--- config.mk ---
export PLATFORM = sky130hd
export DESIGN_NAME = pll_rst_seq
export DESIGN_NICKNAME = d
export VERILOG_FILES = /design/src/rtl/pll_rst_seq.sv
export SDC_FILE = /design/constraint.sdc
export NUM_CORES = 1
export LEC_CHECK = 0
export CAP_MARGIN = 20
export CORE_MARGIN = 4
export CORE_UTILIZATION = 25
export CTS_CLUSTER_SIZE = 14
export DETAILED_ROUTE_END_ITERATION = 8
export GPL_ROUTABILITY_DRIVEN = 0
export RECOVER_POWER = 100
export SLEW_MARGIN = 5
export SYNTH_ARGS = -nofsm -noshare
export SYNTH_HDL_FRONTEND = slang
export SYNTH_SLANG_ARGS = --single-unit
--- constraint.sdc ---
create_clock -name clk -period 2.95 [get_ports clk]
set_clock_uncertainty 0.1 [all_clocks]
set_input_delay 0.295 -clock clk [delete_from_list [all_inputs] [get_ports clk]]
set_output_delay 0.295 -clock clk [all_outputs]
set_load 0.01 [all_outputs]
--- src/rtl/pll_rst_seq.sv ---
// PLL reset sequencer: pulses the PLL reset, waits for a stable lock, then
// releases the downstream domain resets one at a time, with retry and failure handling.
module pll_rst_seq #(
  parameter int NUM_DOMAINS  = 6,
  parameter int RST_PULSE    = 16,
  parameter int LOCK_STABLE  = 1024,
  parameter int LOCK_TIMEOUT = 65536,
  parameter int STAGGER      = 8,
  parameter int MAX_RETRY    = 4
) (
  input  logic                   clk,
  input  logic                   reset,
  input  logic                   pll_locked,
  output logic                   pll_rst,
  output logic [NUM_DOMAINS-1:0] domain_rst,
  output logic                   all_ready,
  output logic [3:0]             retry_cnt,
  output logic                   err
);

  function automatic int max4(input int a, input int b, input int c, input int d);
    int m;
    m = a;
    if (b > m) m = b;
    if (c > m) m = c;
    if (d > m) m = d;
    return m;
  endfunction

  localparam int CNT_MAX = max4(RST_PULSE, LOCK_STABLE, LOCK_TIMEOUT, NUM_DOMAINS * STAGGER);
  localparam int CNT_W   = $clog2(CNT_MAX + 1);
  localparam int FAIL_W  = $clog2(MAX_RETRY + 1);

  localparam logic [CNT_W-1:0]  PULSE_LAST   = CNT_W'(RST_PULSE - 1);
  localparam logic [CNT_W-1:0]  TIMEOUT_LAST = CNT_W'(LOCK_TIMEOUT - 1);
  localparam logic [CNT_W-1:0]  STABLE_LAST  = CNT_W'(LOCK_STABLE - 1);
  localparam logic [CNT_W-1:0]  RELEASE_LAST = CNT_W'((NUM_DOMAINS - 1) * STAGGER);
  localparam logic [FAIL_W-1:0] FAIL_LIMIT   = FAIL_W'(MAX_RETRY);

  function automatic logic [3:0] sat_inc(input logic [3:0] v);
    return (v == 4'hF) ? v : v + 4'd1;
  endfunction

  typedef enum logic [2:0] {
    PULSE, WAIT_LOCK, STABLE, RELEASE, RUN, FAIL
  } state_t;

  state_t             state, state_n;
  logic [CNT_W-1:0]   cnt, cnt_n;
  logic [FAIL_W-1:0]  fail_cnt, fail_n, fail_inc;
  logic [3:0]         retry_n;
  logic               timeout, lost;
  logic               pll_rst_n, all_ready_n, err_n;
  logic [NUM_DOMAINS-1:0] domain_rst_n;

  // Lock synchronizer: sync_p0 may go metastable, lock_s is the only lock used below
  logic sync_p0, lock_s;

  always_ff @(posedge clk) begin
    if (reset) begin
      sync_p0 <= 1'b0;
      lock_s  <= 1'b0;
    end else begin
      sync_p0 <= pll_locked;
      lock_s  <= sync_p0;
    end
  end

  always_comb begin
    state_n  = state;
    cnt_n    = cnt + CNT_W'(1);
    retry_n  = retry_cnt;
    fail_n   = fail_cnt;
    fail_inc = fail_cnt + FAIL_W'(1);
    timeout  = 1'b0;
    lost     = 1'b0;

    case (state)
      PULSE:     if (cnt == PULSE_LAST) state_n = WAIT_LOCK;
      WAIT_LOCK: begin
        if (lock_s)                    state_n = STABLE;
        else if (cnt == TIMEOUT_LAST)  timeout = 1'b1;
      end
      STABLE: begin
        if (!lock_s)                   state_n = WAIT_LOCK;
        else if (cnt == STABLE_LAST)   state_n = RELEASE;
      end
      RELEASE: begin
        if (!lock_s)                   lost    = 1'b1;
        else if (cnt == RELEASE_LAST)  state_n = RUN;
      end
      RUN:       if (!lock_s) lost = 1'b1;
      FAIL:      state_n = FAIL;
      default:   state_n = PULSE;
    endcase

    // Lock loss after release counts as a retry but not as a consecutive failure
    if (lost) begin
      state_n = PULSE;
      retry_n = sat_inc(retry_cnt);
    end
    if (timeout) begin
      retry_n = sat_inc(retry_cnt);
      fail_n  = fail_inc;
      state_n = (fail_inc >= FAIL_LIMIT) ? FAIL : PULSE;
    end
    if (state_n == RUN && state != RUN) fail_n = '0;

    if (state_n != state)                   cnt_n = '0;
    else if (state == RUN || state == FAIL) cnt_n = cnt;

    // Outputs are derived from the next state so the registers line up with it
    pll_rst_n    = (state_n == PULSE) || (state_n == FAIL);
    all_ready_n  = (state_n == RUN);
    err_n        = (state_n == FAIL);
    domain_rst_n = '1;
    if (state_n == RUN) domain_rst_n = '0;
    if (state_n == RELEASE) begin
      for (int k = 0; k < NUM_DOMAINS; k++) begin
        if (cnt_n >= CNT_W'(k * STAGGER)) domain_rst_n[k] = 1'b0;
      end
    end
  end

  always_ff @(posedge clk) begin
    if (reset) begin
      state      <= PULSE;
      cnt        <= '0;
      fail_cnt   <= '0;
      retry_cnt  <= 4'd0;
      pll_rst    <= 1'b1;
      domain_rst <= '1;
      all_ready  <= 1'b0;
      err        <= 1'b0;
    end else begin
      state      <= state_n;
      cnt        <= cnt_n;
      fail_cnt   <= fail_n;
      retry_cnt  <= retry_n;
      pll_rst    <= pll_rst_n;
      domain_rst <= domain_rst_n;
      all_ready  <= all_ready_n;
      err        <= err_n;
    end
  end

endmodule

# Yosys cells after proc, flatten, opt, wreduce, memory -nomap -nowiden

Cells that the tools add are included.
W data, S select, Z words.

Flip-flop bits (word level): 38
Word-level logic and storage cells: 71

Add/sub/neg operators: 3
Magnitude comparators: 7
Equal/unequal tests: 15
Muxes and demuxes: 28
Reduce and logical (&&, ||, !) cells: 8

Operators with widths:

| operator                | number |
|---|---|
| $ge A17 B5 Y1 const B   | 2 |
| $ge A17 B6 Y1 const B   | 2 |
| $mux W17                | 2 |
| $mux W3                 | 9 |
| $pmux W3 S6             | 1 |
| $add A17 B1 Y17 const B | 1 |
| $eq A17 B10 Y1 const B  | 1 |
| $eq A17 B16 Y1 const B  | 1 |
| $eq A17 B4 Y1 const B   | 1 |
| $eq A17 B6 Y1 const B   | 1 |
| $ge A17 B1 Y1 const B   | 1 |
| $ge A17 B4 Y1 const B   | 1 |
| $eq A3 B3 Y1 const B    | 4 |
| $mux W4                 | 3 |
| $mux W6                 | 2 |
| $mux W1                 | 11 |
| $eq A3 B2 Y1 const B    | 3 |
| $logic_not A3 Y1        | 2 |
| $add A4 B1 Y4 const B   | 1 |
| $eq A4 B4 Y1 const B    | 1 |
| $reduce_or A2 Y1        | 2 |
| $add A3 B1 Y3 const B   | 1 |
| $eq A3 B1 Y1 const B    | 1 |
| $ge A3 B3 Y1 const B    | 1 |
| other kinds (5)         | 6 |

# Longest topological paths before layout

Gate-level depths: netlist (run 1).

Word-level depth: 11
Gate-level depth with buffers: 12
Mapped depth without buffers: 12

# Least setup slack after synthesis (run 1)

Ideal clock, no wire load.

Kind: register -> register
Start point: register cnt[1]
End point: register domain_rst[2]
Setup time: 0.069 ns
Data arrival time: 2.120 ns
Setup slack: 0.661 ns
Cell stages (with the launch flop): 13
Path buffers: 0
Clock period less this slack: 2.289 ns
Cells stage by stage: dfxtp_1 ha_1 nand2_1 nor3_1 and3_1 ha_1 nand3b_1 nor4_1 nor2_1 and3_1 mux2i_2 a21oi_2 o21ai_1

Longest elaborated chain between the ends: 11
Elaborated cells on any way between the ends: 25

Ends and longest elaborated chain:

| what                                                   | line   | RTL |
|---|---|---|
| start: declaration                                     | 49     | `logic [CNT_W-1:0] cnt, cnt_n;` |
| start signal: assignment                               | 137    | `cnt <= cnt_n;` |
| $eq A17 B6 Y1 / $eq A17 B10 Y1 (equally long branches) | 90, 86 |  |
| $mux W3, on equally long branches                      | 90, 86 |  |
| $mux W3, on equally long branches                      | 89, 85 |  |
| $pmux W3 S6                                            | 78     | `case (state)` |
| $mux W3                                                | 98     | `if (lost) begin` |
| $mux W3                                                | 102    | `if (timeout) begin` |
| $ne A3 B3 Y1                                           | 109    | `if (state_n != state) cnt_n = '0;` |
| $mux W17                                               | 109    |  |
| $ge A17 B5 Y1                                          | 120    | `if (cnt_n >= CNT_W'(k * STAGGER)) domain_rst_n[k] = 1'b0;` |
| $mux W1                                                | 120    |  |
| $mux W6 *                                              | 118    | `if (state_n == RELEASE) begin` |
| end signal: assignment                                 | 141    | `domain_rst <= domain_rst_n;` |
| end: declaration                                       | 15     | `output logic [NUM_DOMAINS-1:0] domain_rst,` |

Mark *: on every way between the ends. The rest lies on a longest branch, timed or not.
A chain may end at the register's enable or synchronous reset.

# Final worst setup path (run 1)

Start point: register cnt[0]
End point: register domain_rst[3]

Same word-level chain as after synthesis.

==> results of run 1 <==
## where the power goes
part           internal, W   total, W  switching (W)  leakage [nW]
registers         0.000517   0.000523     0.00000569         0.307
logic            0.0000111  0.0000287      0.0000176         0.470
clock network     0.000361   0.000550       0.000190        0.0714
## flip-flops by register name, indices dropped and copies added (netlist names), 3 cells and up
name / flops
fail_cnt: 3
retry_cnt: 4
cnt: 17
state: 3
domain_rst: 6
## cell usage after synthesis, drive strengths merged
cell / count
a31oi: 5
nor4b: 3
ha: 5
o211ai: 1
buf: 11
a311oi: 1
nand2: 19
a21o: 3
inv: 7
a211o: 2
xor2: 5
a21oi: 10
o31ai: 2
and3: 5
nand3b: 2
xnor2: 17
o21ai: 8
o2bb2ai: 1
nand4: 7
mux2i: 4
and4: 3
a2111o: 1
o22ai: 2
nor2: 36
nand3: 9
nor2b: 8
or4: 1
nor3: 10
or2: 2
o311ai: 1
or3b: 1
a21boi: 1
dfxtp: 38
a32oi: 1
nand2b: 6
clkbuf: 3
nand4b: 1
nor4: 5
## worst register-to-register path, stage by stage (launching register included)
cell,delay [ns]
dfxtp_1,0.34
ha_1,0.22
nand2_1,0.18
nor3_1,0.07
and3_1,0.18
ha_1,0.20
nand3b_1,0.16
a21oi_1,0.09
a21oi_1,0.28
and3_1,0.24
mux2i_2,0.08
a21oi_1,0.31
o21ai_1,0.12
## layout make-up
| class | count | share of cell area |
|---|---|---|
| clock buffers | 6 | 0.03337 |
| clock inverters | 2 | 0.02427 |
| flip-flops and latches | 38 | 0.3074 |
| multi-input cells | 188 | 0.4955 |
| inverters | 7 | 0.01062 |
| repair buffers | 20 | 0.07583 |
| well taps | 105 | 0.05308 |
## per-stage QoR
step / total power (W) / setup slack, ns / util / hold slack (ns)
after floorplan: 0.0005566 / 0.6612 / - / 0.2877
after global placement: 0.0005643 / 0.4307 / 0.2846 / 0.3197
after detailed placement: 0.0005650 / 0.3290 / 0.2846 / 0.3239
after CTS: 0.001116 / 0.3123 / 0.3020 / 0.3411
after global routing: 0.001139 / 0.04465 / 0.3012 / 0.3546
final: 0.001102 / 0.2626 / 0.3012 / 0.3299
## path summary, 6_finish.rpt
check / slack [ns] / cells past startpoint / startpoint / to
max: 0.26 / 12 / cnt[0] / domain_rst[3]
min: 0.33 / 1 / sync_p0 / lock_s
max reg2reg: 0.26 / 12 / cnt[0] / domain_rst[3]
min reg2reg: 0.33 / 1 / sync_p0 / lock_s
## kinds of logic after synthesis
group                      after synthesis  share of synthesized area
buffers and inverters                   21                    0.05740
muxes                                    4                    0.02071
and+or+nand+nor                        118                     0.3118
adders and majority gates                5                    0.02959
xor gates and xnor gates                22                    0.09112
AOI/OAI and AO/OA                       39                     0.1296
DFF                                     38                     0.3598
## metal layers
| layer | vias to the layer above | part of all wire | wire length [um] | GRT usage |
|---|---|---|---|---|
| met2 | 34 | 0.46 | 2115 | 0.1514 |
| met5 | - | 0 | 0 | 0 |
| li1 | 894 | - | - | - |
| met3 | 5 | 0.034 | 154 | 0.01459 |
| met1 | 800 | 0.49 | 2254 | 0.1353 |
| met4 | 0 | 0.014 | 64 | 0.02836 |
==> flow_summary.toml, run 1 <==
[synth]
synth_cell_types = 52
synth_area_leaders = "dfxtp_1 (36%), xnor2_1 (7.0%), nor2_1 (5.5%)"
syn-num-nets = 255
yosysWarnings = 0
synthCells = 247
synth_top_area_cell = "dfxtp_1"
synth.yosys.seq_area_share = 0.3598
netlist_area_um2 = 2115
ys_seq_elements = 38
synth_top_area_frac = 0.3598
syn-mean-instance-area_um2 = 8.561

[detailed_routing]
dr.first_iter.drc_count = 88
drt_pass1_iterations = 4
drc = 0
drt-total-wl_um = 4588
ant_nets = 0
wire_per_inst_um = 12.54
drt-vias-per-instance = 4.735
via_count = 1733

[global_route]
grt-ovfl-total = 0
grt_max_degree = 19
grt_use_total = 0.09605
grt_pass1_wl_um = 7935
antenna_found_initial = 0
grt_pass1_vias = 1671

[sta]
fin_crit_sh = 0.9110
setup_viol = 0
max_clock_freq_ghz = 0.3721
slew_headroom = 0.5760
worst_pin_slew_ns = 0.6360
slew_violations = 0
tns_ns = 0
finalHoldViolCount = 0
layout_min_cycle_time_ns = 2.687
rsz0062_at_grt = "false"

[placement]
dpl.cell_count = 358
place_hpwl_um = 3321
port_buffers = 15
placedInstanceArea_um2 = 2338

[critical_path]
cp_common_cell = "a21oi_1"
crit_fanout = 5
critical-path-top-delay-family = "simple AND/OR/NAND/NOR gates"
crit_chain = "ha_1 > nand2_1 > nor3_1 > and3_1 > ha_1 > nand3b_1 > a21oi_1 > a21oi_1 > and3_1 > mux2i_2 > a21oi_1 > o21ai_1"
crit_arrival_ns = 2.76
start_kind = "flop"
criticalPathCategory = "reg -> reg"
slowest_stage = "dfxtp_1"
cp_num_buf_inv = 0
crit_required_ns = 3.02
end_kind = "flop"
crit_path_max_incr_delay_ns = 0.34

[power_and_ir_drop]
p_leak_nw = 0.8490
peakVddDrop_mv = 0.1474
powerDensity_nw_per_um2 = 445.4

[layout]
fillCellCount = 841
syn2layout_area_growth_pct = 17.04
instances_no_fill = 366
regArea_um2 = 760.7
layout.nets = 268
fin_area_um2 = 2475
drive_gt1_frac = 0.1226
final_cell_mix = "dfxtp_1 (38), nor2_1 (31), nand2_1 (19), xnor2_1 (17), dlygate4sd3_1 (14)"
multi_input_area_um2 = 1226
final_common_cell = "dfxtp_1"
diodes = 0

[clocking]
cts_max_path_buffers = 2
clock-root-buffer = "clkbuf_8"
numClockSinks = 38
cts_buffers = 5
cts_tree = "built"
htreeDepth = 2
holdBufCountCts = 0
cts_resized = 0
postCtsSetupBuffers = 0
clkTransAtPathRegs_ns = 0.08
clock_latency_ns = 0.29

[worst_hold_path]
hold_path_class = "reg -> reg"

[outcome]
status = "completed"

[job]
maxCapViolCount = 0

[floorplanning]
coreArea_um2 = 8217
die_w_um = 99.97
dieArea_um2 = 9993
start_util = 0.2573
num_rows = 33
num_io_pins = 16
die_h_um = 99.97
Note: power is estimated with default switching activity, not from simulation.
==> inputs of run 2 (changes only) <==
--- a/config.mk
+++ b/config.mk
@@ -7,12 +7,13 @@
 export LEC_CHECK = 0
 export CAP_MARGIN = 20
 export CORE_MARGIN = 4
-export CORE_UTILIZATION = 25
+export CORE_UTILIZATION = 58
 export CTS_CLUSTER_SIZE = 14
 export DETAILED_ROUTE_END_ITERATION = 8
 export GPL_ROUTABILITY_DRIVEN = 0
+export PLACE_DENSITY = 0.79
 export RECOVER_POWER = 100
-export SLEW_MARGIN = 5
+export SLEW_MARGIN = 20
 export SYNTH_ARGS = -nofsm -noshare
 export SYNTH_HDL_FRONTEND = slang
 export SYNTH_SLANG_ARGS = --single-unit
==> flow_summary.toml, run 2 (same netlist as run 1, synthesis figures left out) <==
[critical_path]
crit_fanout = 17
crit_required_ns = 3.08
critical-path-top-delay-family = "simple AND/OR/NAND/NOR gates"
crit_path_max_incr_delay_ns = 0.53
start_kind = "flop"
cp_num_buf_inv = 0
crit_arrival_ns = 2.79
reg2reg_slack_ns = 0.29
criticalPathCategory = "reg -> reg"
slowest_stage = "a211o_1"
crit_chain = "nor4_1 > nand2_1 > nor4_2 > nor2_1 > a32oi_2 > a211o_1 > nor2_1"
end_kind = "flop"
cp_common_cell = "nor2_1"

[clocking]
htreeDepth = 2
cts_max_path_buffers = 2
postCtsSetupBuffers = 0
clkTransAtPathRegs_ns = 0.11
clock-root-buffer = "clkbuf_4"
clock_latency_ns = 0.36
cts_buffers = 5
cts_tree = "built"
numClockSinks = 38

[detailed_routing]
dr.first_iter.drc_count = 131
wire_per_inst_um = 13.73
drt-total-wl_um = 4202
drc = 0
drt_pass1_iterations = 4
ant_nets = 0
drt-vias-per-instance = 5.817
via_count = 1780

[sta]
slew_violations = 0
rsz0062_at_grt = "false"
fin_crit_sh = 0.9031
setup_ws_ns = 0.2859
finalHoldViolCount = 0
layout_min_cycle_time_ns = 2.664
setup_viol = 0
max_clock_freq_ghz = 0.3754
tns_ns = 0
worst_pin_slew_ns = 0.6030
slew_headroom = 0.5980

[floorplanning]
die_h_um = 68.38
start_util = 0.6190
num_io_pins = 16
num_rows = 21
die_w_um = 68.38
dieArea_um2 = 4676
coreArea_um2 = 3416

[layout]
reg_top3 = "cnt (17), domain_rst (6), retry_cnt (4)"
largest_reg_flops = 17
fillCellCount = 284
final_core_util = 0.6751
regArea_um2 = 760.7
final_cell_mix = "dfxtp_1 (38), nor2_1 (32), nand2_1 (19), xnor2_1 (17), dlygate4sd3_1 (14)"
diodes = 0
multi_input_area_um2 = 1221
top_register = "cnt"
syn2layout_area_growth_pct = 9.053
drive_gt1_frac = 0.1115
layout.nets = 267
final_common_cell = "dfxtp_1"

[job]
maxCapViolCount = 0

[global_route]
grt_max_degree = 19
grt-ovfl-total = 0
grt_pass1_vias = 1533
grt_pass1_wl_um = 6906
antenna_found_initial = 0
grt_use_total = 0.1980

[worst_hold_path]
hold_path_class = "reg -> reg"

[power_and_ir_drop]
p_leak_nw = 0.8045
peakVddDrop_mv = 0.2874
powerDensity_nw_per_um2 = 362.8

[outcome]
status = "completed"

[placement]
port_buffers = 15
place_hpwl_um = 3155
post-place-ws_ns = 0.3263
[run 2: changes by cell type in the layout (fill, tap and decap cells not counted), moves of 2 or more]
cell / delta
o21ai_0: +4
o21ai_1: -4
clkbuf_8: -5
clkbuf_4: +5
bufinv_16: -2
[run 2: timing repair]
action | in CTS | in global routing
endpoints found under the setup margin | 0 | 4
hold buffers | 0 | 0
resized for setup | 0 | 1
[run 2: through the flow]
| stage | std cells | hold slack [ns] | total power (W) | area, um^2 |
|---|---|---|---|---|
| after floorplan | 247 | 0.2877 | 0.0005566 | 2115 |
| after global placement | 298 | 0.3269 | 0.0005645 | 2257 |
| after detailed placement | 298 | 0.3236 | 0.0005658 | 2257 |
| after CTS | 306 | 0.3441 | 0.0008459 | 2317 |
| after global routing | 306 | 0.3731 | 0.0008646 | 2306 |
| final | 306 | 0.3301 | 0.0008366 | 2306 |
[run 2: final timing paths]
kind           start      to  cells past startpoint
min reg2reg  sync_p0  lock_s                      1
min          sync_p0  lock_s                      1
max reg2reg  cnt[10]  cnt[7]                      7
max          cnt[10]  cnt[7]                      7
[run 2: layer usage]
metal,share of wire,vias to the layer above,track usage
met5,0,-,0
met4,0.019,0,0.09429
met3,0.065,11,0.04105
met2,0.44,56,0.2920
met1,0.47,823,0.2725
li1,-,890,-
[run 2: report_power, final]
group,switching [W],total (W),internal (W)
Clock,0.000168,0.000284,0.000115
Combinational,0.0000180,0.0000292,0.0000112
Sequential,0.00000595,0.000524,0.000518
Total,0.000192,0.000837,0.000644
[run 2: cell type report]
type	count	share of cell area
Clock buffer	7	0.02387
Timing Repair Buffer	19	0.07813
Multi-Input combinational cell	188	0.5296
Clock inverter	1	0.002170
Inverter	7	0.01139
Sequential cell	38	0.3299
Tap cell	46	0.02496
